===== src/rtl/shift_pipe_pkg.sv =====
// Shared ALU definitions used by the pipelined shifter.
// Encodings 00/01/11 match the older single-cycle shifter.
package shift_pipe_pkg;

    typedef enum logic [1:0] {
        SHIFT_SLL = 2'b00,
        SHIFT_SRL = 2'b01,
        SHIFT_ROR = 2'b10,
        SHIFT_SRA = 2'b11
    } shift_mode_e;

endpackage


===== src/rtl/shift_pipe_level.sv =====
// One shifter level: a fixed-distance shift/rotate feeding a register slot
// with an elastic valid/ready handshake.
module shift_pipe_level
    import shift_pipe_pkg::*;
#(
    parameter int WIDTH = 32,
    parameter int TAG_W = 5,
    parameter int DIST  = 16
) (
    input  logic                     clk,
    input  logic                     reset,
    input  logic                     flush,
    input  logic                     up_valid,
    output logic                     up_ready,
    input  logic [WIDTH-1:0]         up_data,
    input  logic [1:0]               up_mode,
    input  logic [$clog2(WIDTH)-1:0] up_shamt,
    input  logic                     up_sign,
    input  logic [TAG_W-1:0]         up_tag,
    output logic                     dn_valid,
    input  logic                     dn_ready,
    output logic [WIDTH-1:0]         dn_data,
    output logic [1:0]               dn_mode,
    output logic [$clog2(WIDTH)-1:0] dn_shamt,
    output logic                     dn_sign,
    output logic [TAG_W-1:0]         dn_tag
);

    localparam int BIT = $clog2(DIST);

    logic [WIDTH-1:0] fill;
    logic [WIDTH-1:0] shifted;

    // SRA fills from the sign captured at entry, not the current data.
    always_comb begin
        fill    = {WIDTH{up_sign}} << (WIDTH - DIST);
        shifted = up_data;
        if (up_shamt[BIT]) begin
            unique case (shift_mode_e'(up_mode))
                SHIFT_SLL: shifted = up_data << DIST;
                SHIFT_SRL: shifted = up_data >> DIST;
                SHIFT_ROR: shifted = (up_data >> DIST)
                                   | (up_data << (WIDTH - DIST));
                SHIFT_SRA: shifted = fill | (up_data >> DIST);
            endcase
        end
    end

    assign up_ready = !dn_valid || dn_ready;

    always_ff @(posedge clk or posedge reset) begin
        if (reset) begin
            dn_valid <= 1'b0;
            dn_data  <= '0;
            dn_mode  <= '0;
            dn_shamt <= '0;
            dn_sign  <= 1'b0;
            dn_tag   <= '0;
        end else if (flush) begin
            dn_valid <= 1'b0;
        end else if (up_ready) begin
            dn_valid <= up_valid;
            if (up_valid) begin
                dn_data  <= shifted;
                dn_mode  <= up_mode;
                dn_shamt <= up_shamt;
                dn_sign  <= up_sign;
                dn_tag   <= up_tag;
            end
        end
    end

endmodule


===== src/rtl/shift_pipe.sv =====
// Fully pipelined barrel shifter/rotator, one level per shamt bit,
// largest distance first, with backpressure and flush.
module shift_pipe
    import shift_pipe_pkg::*;
#(
    parameter int WIDTH = 32,
    parameter int TAG_W = 5
) (
    input  logic                     clk,
    input  logic                     reset,
    input  logic                     flush,
    input  logic                     in_valid,
    output logic                     in_ready,
    input  logic [WIDTH-1:0]         in_data,
    input  logic [$clog2(WIDTH)-1:0] in_shamt,
    input  logic [1:0]               in_mode,
    input  logic [TAG_W-1:0]         in_tag,
    output logic                     out_valid,
    input  logic                     out_ready,
    output logic [WIDTH-1:0]         out_data,
    output logic                     out_zero,
    output logic [TAG_W-1:0]         out_tag
);

    localparam int SHW = $clog2(WIDTH);

    logic [SHW:0]                 valid;
    logic [SHW:0]                 ready;
    logic [SHW:0]                 sign;
    logic [SHW:0][WIDTH-1:0]      data;
    logic [SHW:0][1:0]            mode;
    logic [SHW:0][SHW-1:0]        shamt;
    logic [SHW:0][TAG_W-1:0]      tag;

    assign valid[0]   = in_valid;
    assign data[0]    = in_data;
    assign mode[0]    = in_mode;
    assign shamt[0]   = in_shamt;
    assign sign[0]    = in_data[WIDTH-1];
    assign tag[0]     = in_tag;
    assign ready[SHW] = out_ready;
    assign in_ready   = ready[0];

    for (genvar k = 0; k < SHW; k++) begin : g_level
        shift_pipe_level #(
            .WIDTH (WIDTH),
            .TAG_W (TAG_W),
            .DIST  (1 << (SHW - 1 - k))
        ) u_level (
            .clk      (clk),
            .reset    (reset),
            .flush    (flush),
            .up_valid (valid[k]),
            .up_ready (ready[k]),
            .up_data  (data[k]),
            .up_mode  (mode[k]),
            .up_shamt (shamt[k]),
            .up_sign  (sign[k]),
            .up_tag   (tag[k]),
            .dn_valid (valid[k+1]),
            .dn_ready (ready[k+1]),
            .dn_data  (data[k+1]),
            .dn_mode  (mode[k+1]),
            .dn_shamt (shamt[k+1]),
            .dn_sign  (sign[k+1]),
            .dn_tag   (tag[k+1])
        );
    end

    assign out_valid = valid[SHW];
    assign out_data  = data[SHW];
    assign out_zero  = ~|data[SHW];
    assign out_tag   = tag[SHW];

    // Control fields are spent by the time the last slot is reached.
    logic unused_tail;
    assign unused_tail = ^{shamt[SHW], mode[SHW], sign[SHW]};

endmodule


===== config.mk =====
export PLATFORM = sky130hd
export DESIGN_NAME = shift_pipe
export DESIGN_NICKNAME = d
export VERILOG_FILES = /design/src/rtl/shift_pipe_pkg.sv /design/src/rtl/shift_pipe_level.sv /design/src/rtl/shift_pipe.sv
export SDC_FILE = /design/constraint.sdc
export NUM_CORES = 1
export LEC_CHECK = 0
export ABC_AREA = 1
export ABC_CLOCK_PERIOD_IN_PS = 2900
export CAP_MARGIN = 20
export CORE_MARGIN = 2
export CORE_UTILIZATION = 35
export CTS_CLUSTER_DIAMETER = 80
export CTS_CLUSTER_SIZE = 20
export DETAILED_ROUTE_END_ITERATION = 10
export HOLD_SLACK_MARGIN = 0.08
export SYNTH_ARGS = -nofsm -noshare
export SYNTH_HDL_FRONTEND = slang
export SYNTH_HIERARCHICAL = 1
export SYNTH_SLANG_ARGS = --single-unit

===== constraint.sdc =====
create_clock -name clk -period 2.9 [get_ports clk]
set_input_delay 0.435 -clock clk [delete_from_list [all_inputs] [get_ports clk]]
set_output_delay 0.435 -clock clk [all_outputs]
set_load 0.005 [all_outputs]

==> results_dict.tcl, run 1 <==
set metrics [dict create \
    dp_hpwl_mm 23.1 \
    worst_pin_slew_ps 944 \
    nNetsFinal 1742 \
    root_buffer "clkbuf_16" \
    n_antenna_cell 0 \
    comb_power_share_pct 25.1 \
    p_seq_share_pct 51.1 \
    place.gp.congestion 0.888 \
    ir_drop_uv 326 \
    cts_buffer_depth 3 \
    clock_latency_ps 490 \
    synth_nets 1719 \
    clock-skew-final_ps 29.9 \
    overflow 0 \
    syn2layout_area_growth_pct 13.1 \
    avgSynthCellArea_um2 7.02 \
    layout_commonest_cell "nand2_1" \
    start_util_pct 35.2 \
    drv_cap 0 \
    totalWireLength_mm 32.2 \
    antenna_left 0 \
    cts_resized 0 \
    antenna_found_initial 0 \
    io_buffers 88 \
    gr-max-usage-layer "met2" \
    crit_family "buffers and inverters" \
    critPathMaxStageDelay_ps 520 \
    grt_pass1_wl_mm 54.1 \
    critPathMaxFanout 3 \
    cts_tree "done" \
    period_minus_slack_ps 2520 \
    firstDrtPassIters 5 \
    power.switching_mw 3.10 \
    vias 10825 \
    ys_warn_count 6 \
    critPathLaunchType "input pin" \
    outcome "finished, final reports clean" \
    viasPerCell 5.05 \
    leakagePower_nw 6.74 \
    pwr-share-clk_pct 23.8 \
    grt_pass1_vias 10344 \
    routedWlPerCell_um 15.0 \
    dieWidth_um 187 \
    sw_frac_of_total_pct 36.7 \
    layout_common_cells "nand2_1, dfrtp_1, nand3_1" \
    fp-row-count 67 \
    grt_max_degree 45 \
    track_usage_pct 18.3 \
    syn_area_mm2 0.0117 \
    end_kind "output port" \
    hold_violations 0 \
    path_clk_slew_ps 80 \
    synth_cells 1670 \
    slowest_stage "clkdlybuf4s50_1" \
    cts_buffers 15 \
    met3_usage_pct 1.82 \
    globalRouteMet2Util_pct 29.8 \
    grt_use_met1_pct 25.9 \
    slew_viol_final 0 \
    total_power_mw 8.45 \
    powerDensity_mw_per_mm2 637 \
    critical_path_class "input pin to output port" \
    drtIter0Drc 834 \
    postCtsHoldBufs 0 \
    io-pin-count 89 \
    htreeDepth 1 \
    slew_headroom_pct 37.1 \
    arrival_ps 2080 \
    crit_path_cell_trace "clkdlybuf4s50_1 > inv_1 > nand2_2 > inv_1 > nand2_2 > inv_1 > nand2_2 > inv_1 > nand2_2 > inv_1 > nand2_2 > clkdlybuf4s50_1" \
    period_share_pct 86.8 \
    cp_num_buf_inv 7 \
    setup_violations 0 \
    rsz0062_at_grt "false" \
    route.detailed.drc 0 \
    postCtsSetupBuffers 0 \
    setup_tns_ps 0 \
    hold_class "input pin to async pin" \
    internal_power_mw 5.35 \
    die-area_mm2 0.0350 \
    worstPathRequired_ps 2470 \
    clock.fmax_ghz 0.397 \
    coreArea_mm2 0.0333 \
    die_height_um 187 \
    clkSinkCount 212 \
    layout-drive-gt1-share_pct 5.31 \
]
## metal layers
metal / part of all wire, % / up-vias
li1: - / 5464
met1: 48 / 5009
met2: 45 / 308
met3: 4.4 / 44
met4: 2.7 / 0
met5: 0 / -
## power by group through the flow
stage | Clock, mW | Sequential [mW] | Combinational [mW]
finish | 2.01 | 4.32 | 2.12
global route | 2.20 | 4.41 | 2.45
global placement | 0 | 4.35 | 2.10
detailed placement | 0 | 4.37 | 2.12
CTS | 2.11 | 4.31 | 2.13
floorplan | 0 | 4.00 | 1.62
## final cells by class
| class | instances | area [um^2] |
|---|---|---|
| clock buffers | 16 | 379 |
| clock inverters | 4 | 43.8 |
| fillers | 3597 | 20000 |
| inverters | 32 | 123 |
| multi-input cells | 1309 | 5650 |
| flip-flops and latches | 212 | 5310 |
| well taps | 448 | 561 |
| repair buffers | 123 | 1200 |
## final timing paths
path	from	end	slack (ps)	cells past startpoint
min	reset	g_level[0].u_level/dn_tag[1]	470	2
max in group asynchronous	reset	g_level[0].u_level/dn_valid	1690	4
max	out_ready	in_ready	380	12
min in group clk	g_level[4].u_level/dn_tag[3]	g_level[4].u_level/dn_tag[3]	480	2
min reg2reg	g_level[4].u_level/dn_tag[3]	g_level[4].u_level/dn_tag[3]	480	2
max reg2reg	g_level[0].u_level/dn_mode[0]	g_level[1].u_level/dn_data[26]	980	5
## stage by stage
stage / util, % / cell area (um^2) / hold slack (ps) / worst slack (ps) / cells
3_5_place_dp: 38.6 / 12800 / 465 / 349 / 2124
2_1_floorplan: - / 11700 / 442 / 261 / 1670
3_3_place_gp: 38.5 / 12800 / 455 / 373 / 2123
5_1_grt: 39.8 / 13300 / 477 / 269 / 2144
4_1_cts: 39.8 / 13300 / 463 / 400 / 2144
6_report: 39.8 / 13300 / 472 / 383 / 2144
## state kept, by name, summed over array words and instances (netlist names)
name / cells
g_level.u_level/dn_valid: 5
g_level.u_level/dn_shamt: 10
g_level.u_level/dn_tag: 25
g_level.u_level/dn_data: 160
g_level.u_level/dn_mode: 8
g_level.u_level/dn_sign: 4
(Power assumes the default switching activity.)
==> inputs of run 2 (changes only) <==
CAP_MARGIN = 10   (was 20)
==> run 2 against run 1 <==
- register-to-register slack is essentially flat
- final cell count is essentially flat
- routed wire length down 0.13%
- die area did not move
- clock power barely moved
- critical endpoint unchanged
- worst hold slack worse by 100 ps
- flip-flop and latch count stayed put
- via count up 0.13%
- core utilization is essentially flat
- setup slack improved by 5.1 ps
- power rose by 0.15%
- highest routed layer unchanged
- sequential power about the same
==> results_dict.tcl, run 2 (same netlist as run 1, synthesis figures left out) <==
set metrics [dict create \
    outcome "finished, final reports clean" \
    grt_pass1_vias 10372 \
    firstDrtPassIters 7 \
    hold_violations 0 \
    htreeDepth 1 \
    largest_register "g_level.u_level/dn_data" \
    reg2reg_depth 11 \
    cts_resized 0 \
    critPathMaxFanout 3 \
    dp.cells 2123 \
    worst_pin_slew_ps 950 \
    root_buffer "clkbuf_16" \
    met3_usage_pct 1.82 \
    nNetsFinal 1742 \
    setup_tns_ps 0 \
    routedWlPerCell_um 15.0 \
    antenna_found_initial 0 \
    cts_buffers 15 \
    start_util_pct 35.2 \
    timing.hold.ws_ps 370 \
    finalNonFillerCells 2145 \
    leakagePower_nw 6.75 \
    path_clk_slew_ps 80 \
    slew_headroom_pct 36.6 \
    io_buffers 88 \
    total_power_mw 8.46 \
    design_area_mm2 0.0133 \
    period_minus_slack_ps 2510 \
    postCtsHoldBufs 0 \
    ir_drop_uv 333 \
    hold_class "input pin to async pin" \
    worstPathRequired_ps 2470 \
    die_height_um 187 \
    track_usage_pct 18.4 \
    layout_common_cells "nand2_1, dfrtp_1, nand3_1" \
    viasPerCell 5.05 \
    period_share_pct 86.6 \
    r2r_start "g_level[4].u_level/dn_valid" \
    dieWidth_um 187 \
    vias 10839 \
    biggestRegsByFlops "g_level.u_level/dn_data x160, g_level.u_level/dn_tag x25, g_level.u_level/dn_shamt x10" \
    coreArea_mm2 0.0333 \
    layout-drive-gt1-share_pct 5.30 \
    syn2layout_area_growth_pct 13.1 \
    placed_cell_area_mm2 0.0128 \
    clkSinkCount 212 \
    cts_buffer_depth 3 \
    overflow 0 \
    setup_violations 0 \
    grt_pass1_wl_mm 54.4 \
    globalRouteMet2Util_pct 29.6 \
    regToRegSetupSlack_ps 980 \
    io-pin-count 89 \
    rsz0062_at_grt "false" \
    antenna_left 0 \
    gr-max-usage-layer "met2" \
    drtIter0Drc 853 \
    cts_tree "done" \
    clock_latency_ps 490 \
    die-area_mm2 0.0350 \
    critPathLaunchType "input pin" \
    slew_viol_final 0 \
    arrival_ps 2080 \
    dp_hpwl_mm 23.0 \
    fillers 3583 \
    drv_cap 0 \
    largest_register_ffs 160 \
    layout_commonest_cell "nand2_1" \
    place.gp.congestion 0.888 \
    clock-skew-final_ps 29.0 \
    totalWireLength_mm 32.1 \
    r2r-end "g_level[2].u_level/dn_data[1]" \
    end_kind "output port" \
    clock.fmax_ghz 0.398 \
    powerDensity_mw_per_mm2 638 \
    grt_use_met1_pct 25.9 \
    route.detailed.drc 0 \
    n_antenna_cell 0 \
    critical_path_class "input pin to output port" \
    grt_max_degree 45 \
    fp-row-count 67 \
    postCtsSetupBuffers 0 \
]
==> run 2: changes by cell type in the layout (fill, tap and decap cells not counted), sizes merged <==
cell / change
clkbuf: +1
clkinv: +2
clkinvlp: -1
inv: -1
==> run 2: where the power goes <==
| part | internal, mW | total, mW | switching, mW |
|---|---|---|---|
| clock | 0.968 | 2.02 | 1.06 |
| sequential | 3.54 | 4.31 | 0.772 |
| combinational | 0.843 | 2.12 | 1.28 |
| total | 5.35 | 8.46 | 3.11 |
==> run 2: critical path: stages <==
cell	delay, ps
clkdlybuf4s50_1	450
inv_1	40
nand2_2	70
inv_1	50
nand2_2	60
inv_1	50
nand2_2	90
inv_1	60
nand2_2	90
inv_1	60
nand2_2	110
clkdlybuf4s50_1	510
==> run 2: routing by layer <==
layer	vias up	wire (um)
li1	5459	-
met1	5042	15100
met2	287	14600
met3	51	1370
met4	0	1020
met5	-	0
==> run 2: how the worst max path moves through the flow <==
stage | cells past startpoint | end | from | slack, ps
final | 12 | in_ready | out_ready | 390
after CTS | 10 | in_ready | g_level[4].u_level/dn_valid | 390
after global routing | 12 | in_ready | out_ready | 300
after floorplan | 19 | g_level[0].u_level/dn_data[18] | out_ready | 260
after detailed placement | 6 | g_level[1].u_level/dn_data[9] | flush | 340
after global placement | 12 | in_ready | out_ready | 370
==> run 2: metrics by stage <==
| stage | utilization [%] | setup slack (ps) |
|---|---|---|
| final | 39.9 | 388 |
| after global routing | 39.9 | 300 |
| after CTS | 39.8 | 390 |
| after detailed placement | 38.5 | 343 |
| after global placement | 38.5 | 373 |
| after floorplan | - | 261 |
==> run 2: final cells by class <==
type / instances / area, um^2 / share of cell area, %
Multi-Input combinational cell: 1309 / 5650 / 42.6
Sequential cell: 212 / 5310 / 40.0
Timing Repair Buffer: 123 / 1200 / 9.05
Tap cell: 448 / 561 / 4.23
Clock buffer: 17 / 383 / 2.89
Inverter: 32 / 123 / 0.924
Clock inverter: 4 / 46.3 / 0.349
==> inputs of run 3 (changes only) <==
==> constraint.sdc (replaced) <==
create_clock -name clk -period 2.9 [get_ports clk]
set_input_delay 0.87 -clock clk [delete_from_list [all_inputs] [get_ports clk]]
set_output_delay 0.87 -clock clk [all_outputs]
set_load 0.005 [all_outputs]
==> run 3 against run 2 <==
- worst hold slack better by 82 ps
- final area up 0.54%
- flip-flop and latch count unchanged
- sequential power about the same
- core utilization up 0.21 points
- via count down 0.65%
- critical path depth unchanged
- sequential share of layout area down 0.21 points
- critical endpoint unchanged
==> results_dict.tcl, run 3 (same netlist as run 1, synthesis figures left out) <==
set metrics [dict create \
    nNetsFinal 1745 \
    place.gp.congestion 0.881 \
    end_kind "output port" \
    period_share_pct 97.5 \
    vias 10769 \
    arrival_ps 1960 \
    totalWireLength_mm 31.9 \
    route.detailed.drc 0 \
    worstPathRequired_ps 2030 \
    period_minus_slack_ps 2830 \
    coreArea_mm2 0.0333 \
    critPathMaxStageDelay_ps 420 \
    dieWidth_um 187 \
    viasPerCell 5.02 \
    worst_pin_slew_ps 971 \
    clock-skew-final_ps 23.3 \
    io_buffers 88 \
    io-pin-count 89 \
    layout-drive-gt1-share_pct 5.89 \
    grt_max_degree 50 \
    dp_hpwl_mm 22.8 \
    postCtsSetupBuffers 0 \
    n_antenna_cell 0 \
    powerDensity_mw_per_mm2 639 \
    clkSinkCount 212 \
    layout_commonest_cell "nand2_1" \
    layout_common_cells "nand2_1, dfrtp_1, nand3_1" \
    final_util_pct 40.1 \
    largest_register "g_level.u_level/dn_data" \
    slew_viol_final 0 \
    track_usage_pct 18.1 \
    cpMostUsedCell "nand2_4" \
    routedWlPerCell_um 14.9 \
    critPathLaunchType "input pin" \
    htreeDepth 1 \
    hold_violations 0 \
    leakagePower_nw 6.81 \
    start_util_pct 35.2 \
    ir_drop_uv 383 \
    drtIter0Drc 844 \
    slowest_stage "clkdlybuf4s50_1" \
    grt_pass1_wl_mm 53.1 \
    die_height_um 187 \
    critPathMaxFanout 2 \
    hold_class "register to register" \
    timing.hold.ws_ps 452 \
    syn2layout_area_growth_pct 13.7 \
    crit_path_cell_trace "clkdlybuf4s50_1 > inv_2 > nand2_4 > inv_4 > nand2_4 > inv_4 > nand2_4 > inv_4 > nand2_4 > inv_4 > nand2_4 > buf_2" \
    cts_tree "done" \
    cts_buffers 15 \
    firstDrtPassIters 6 \
    root_buffer "clkbuf_16" \
    slew_headroom_pct 35.2 \
    clock.fmax_ghz 0.354 \
    clock_latency_ps 490 \
    path_clk_slew_ps 80 \
    largest_register_ffs 160 \
    biggestRegsByFlops "g_level.u_level/dn_data x160, g_level.u_level/dn_tag x25, g_level.u_level/dn_shamt x10" \
    antenna_found_initial 0 \
    outcome "finished, final reports clean" \
    drv_cap 0 \
    fp-row-count 67 \
    antenna_left 0 \
    cts_buffer_depth 3 \
    fillers 3546 \
    overflow 0 \
    die-area_mm2 0.0350 \
    setup_violations 0 \
    rsz0062_at_grt "false" \
    grt_pass1_vias 10196 \
    critical_path_class "input pin to output port" \
]
## run 3: cell types whose count changed in the layout (fill, tap and decap cells not counted), sizes merged
cell           delta
buf               +4
clkdlybuf4s50     -1
clkbuf            -1
clkinv            -2
inv               -1
bufinv            +1
clkinvlp          +2
## run 3: per-layer routing
metal  vias up  GRT usage (%)  share of wire, %
li1       5468              -                 -
met1      4979           25.4                47
met4         0           5.31               2.6
met2       275           29.6                46
met5         -              0                 0
met3        47           1.89               4.3
## run 3: worst max-delay path: cells and delay by family
kind | cells | cell delay, ps
buffers and inverters | 7 | 840
and+or+nand+nor | 5 | 250
## run 3: power breakdown
group / internal [mW] / switching (mW) / total, mW / leakage, nW
Clock: 1.04 / 1.04 / 2.08 / 0.207
Sequential: 3.54 / 0.746 / 4.29 / 2.79
Combinational: 0.844 / 1.31 / 2.15 / 3.81
## run 3: area by class of cell
| type | instances | area, um^2 | share of cell area (%) |
|---|---|---|---|
| timing repair buffer | 126 | 1220 | 9.18 |
| multi-input combinational | 1309 | 5670 | 42.5 |
| clock buffer | 16 | 379 | 2.84 |
| clock inverter | 4 | 61.3 | 0.460 |
| sequential | 212 | 5310 | 39.8 |
| tap | 448 | 561 | 4.20 |
| inverter | 32 | 133 | 0.994 |
## run 3: repair_timing
| action | CTS | global route |
|---|---|---|
| endpoints found under the setup margin | 1 | 1 |
| pin swaps | 0 | 0 |
| cloned | 0 | 0 |
| gates resized for setup | 5 | 1 |
| hold buffers | 0 | 0 |
## run 3: per-stage QoR
step / instance area [um^2] / TNS [ps] / cells / setup slack (ps) / total power, mW
2_1_floorplan: 11800 / 0 / 1670 / 12.5 / 5.62
3_3_place_gp: 12900 / -351 / 2127 / -351 / 6.44
3_5_place_dp: 12900 / -324 / 2127 / -324 / 6.48
4_1_cts: 13300 / 0 / 2147 / 73.3 / 8.59
5_1_grt: 13300 / 0 / 2147 / 0.815 / 9.10
6_report: 13300 / 0 / 2147 / 72.9 / 8.52
## run 3: path summary, 6_finish.rpt
path                                               startpoint                              to  slack [ps]  cells after the start
worst max-delay path                                out_ready                        in_ready          70                     12
worst min-delay path             g_level[0].u_level/dn_tag[3]    g_level[1].u_level/dn_tag[3]         450                      2
worst max register to register  g_level[0].u_level/dn_mode[0]  g_level[1].u_level/dn_data[28]         920                      5
worst min register to register   g_level[0].u_level/dn_tag[3]    g_level[1].u_level/dn_tag[3]         450                      2
max in group asynchronous                               reset  g_level[1].u_level/dn_data[19]        1460                      3
min in group asynchronous                               reset    g_level[4].u_level/dn_tag[4]        1020                      3
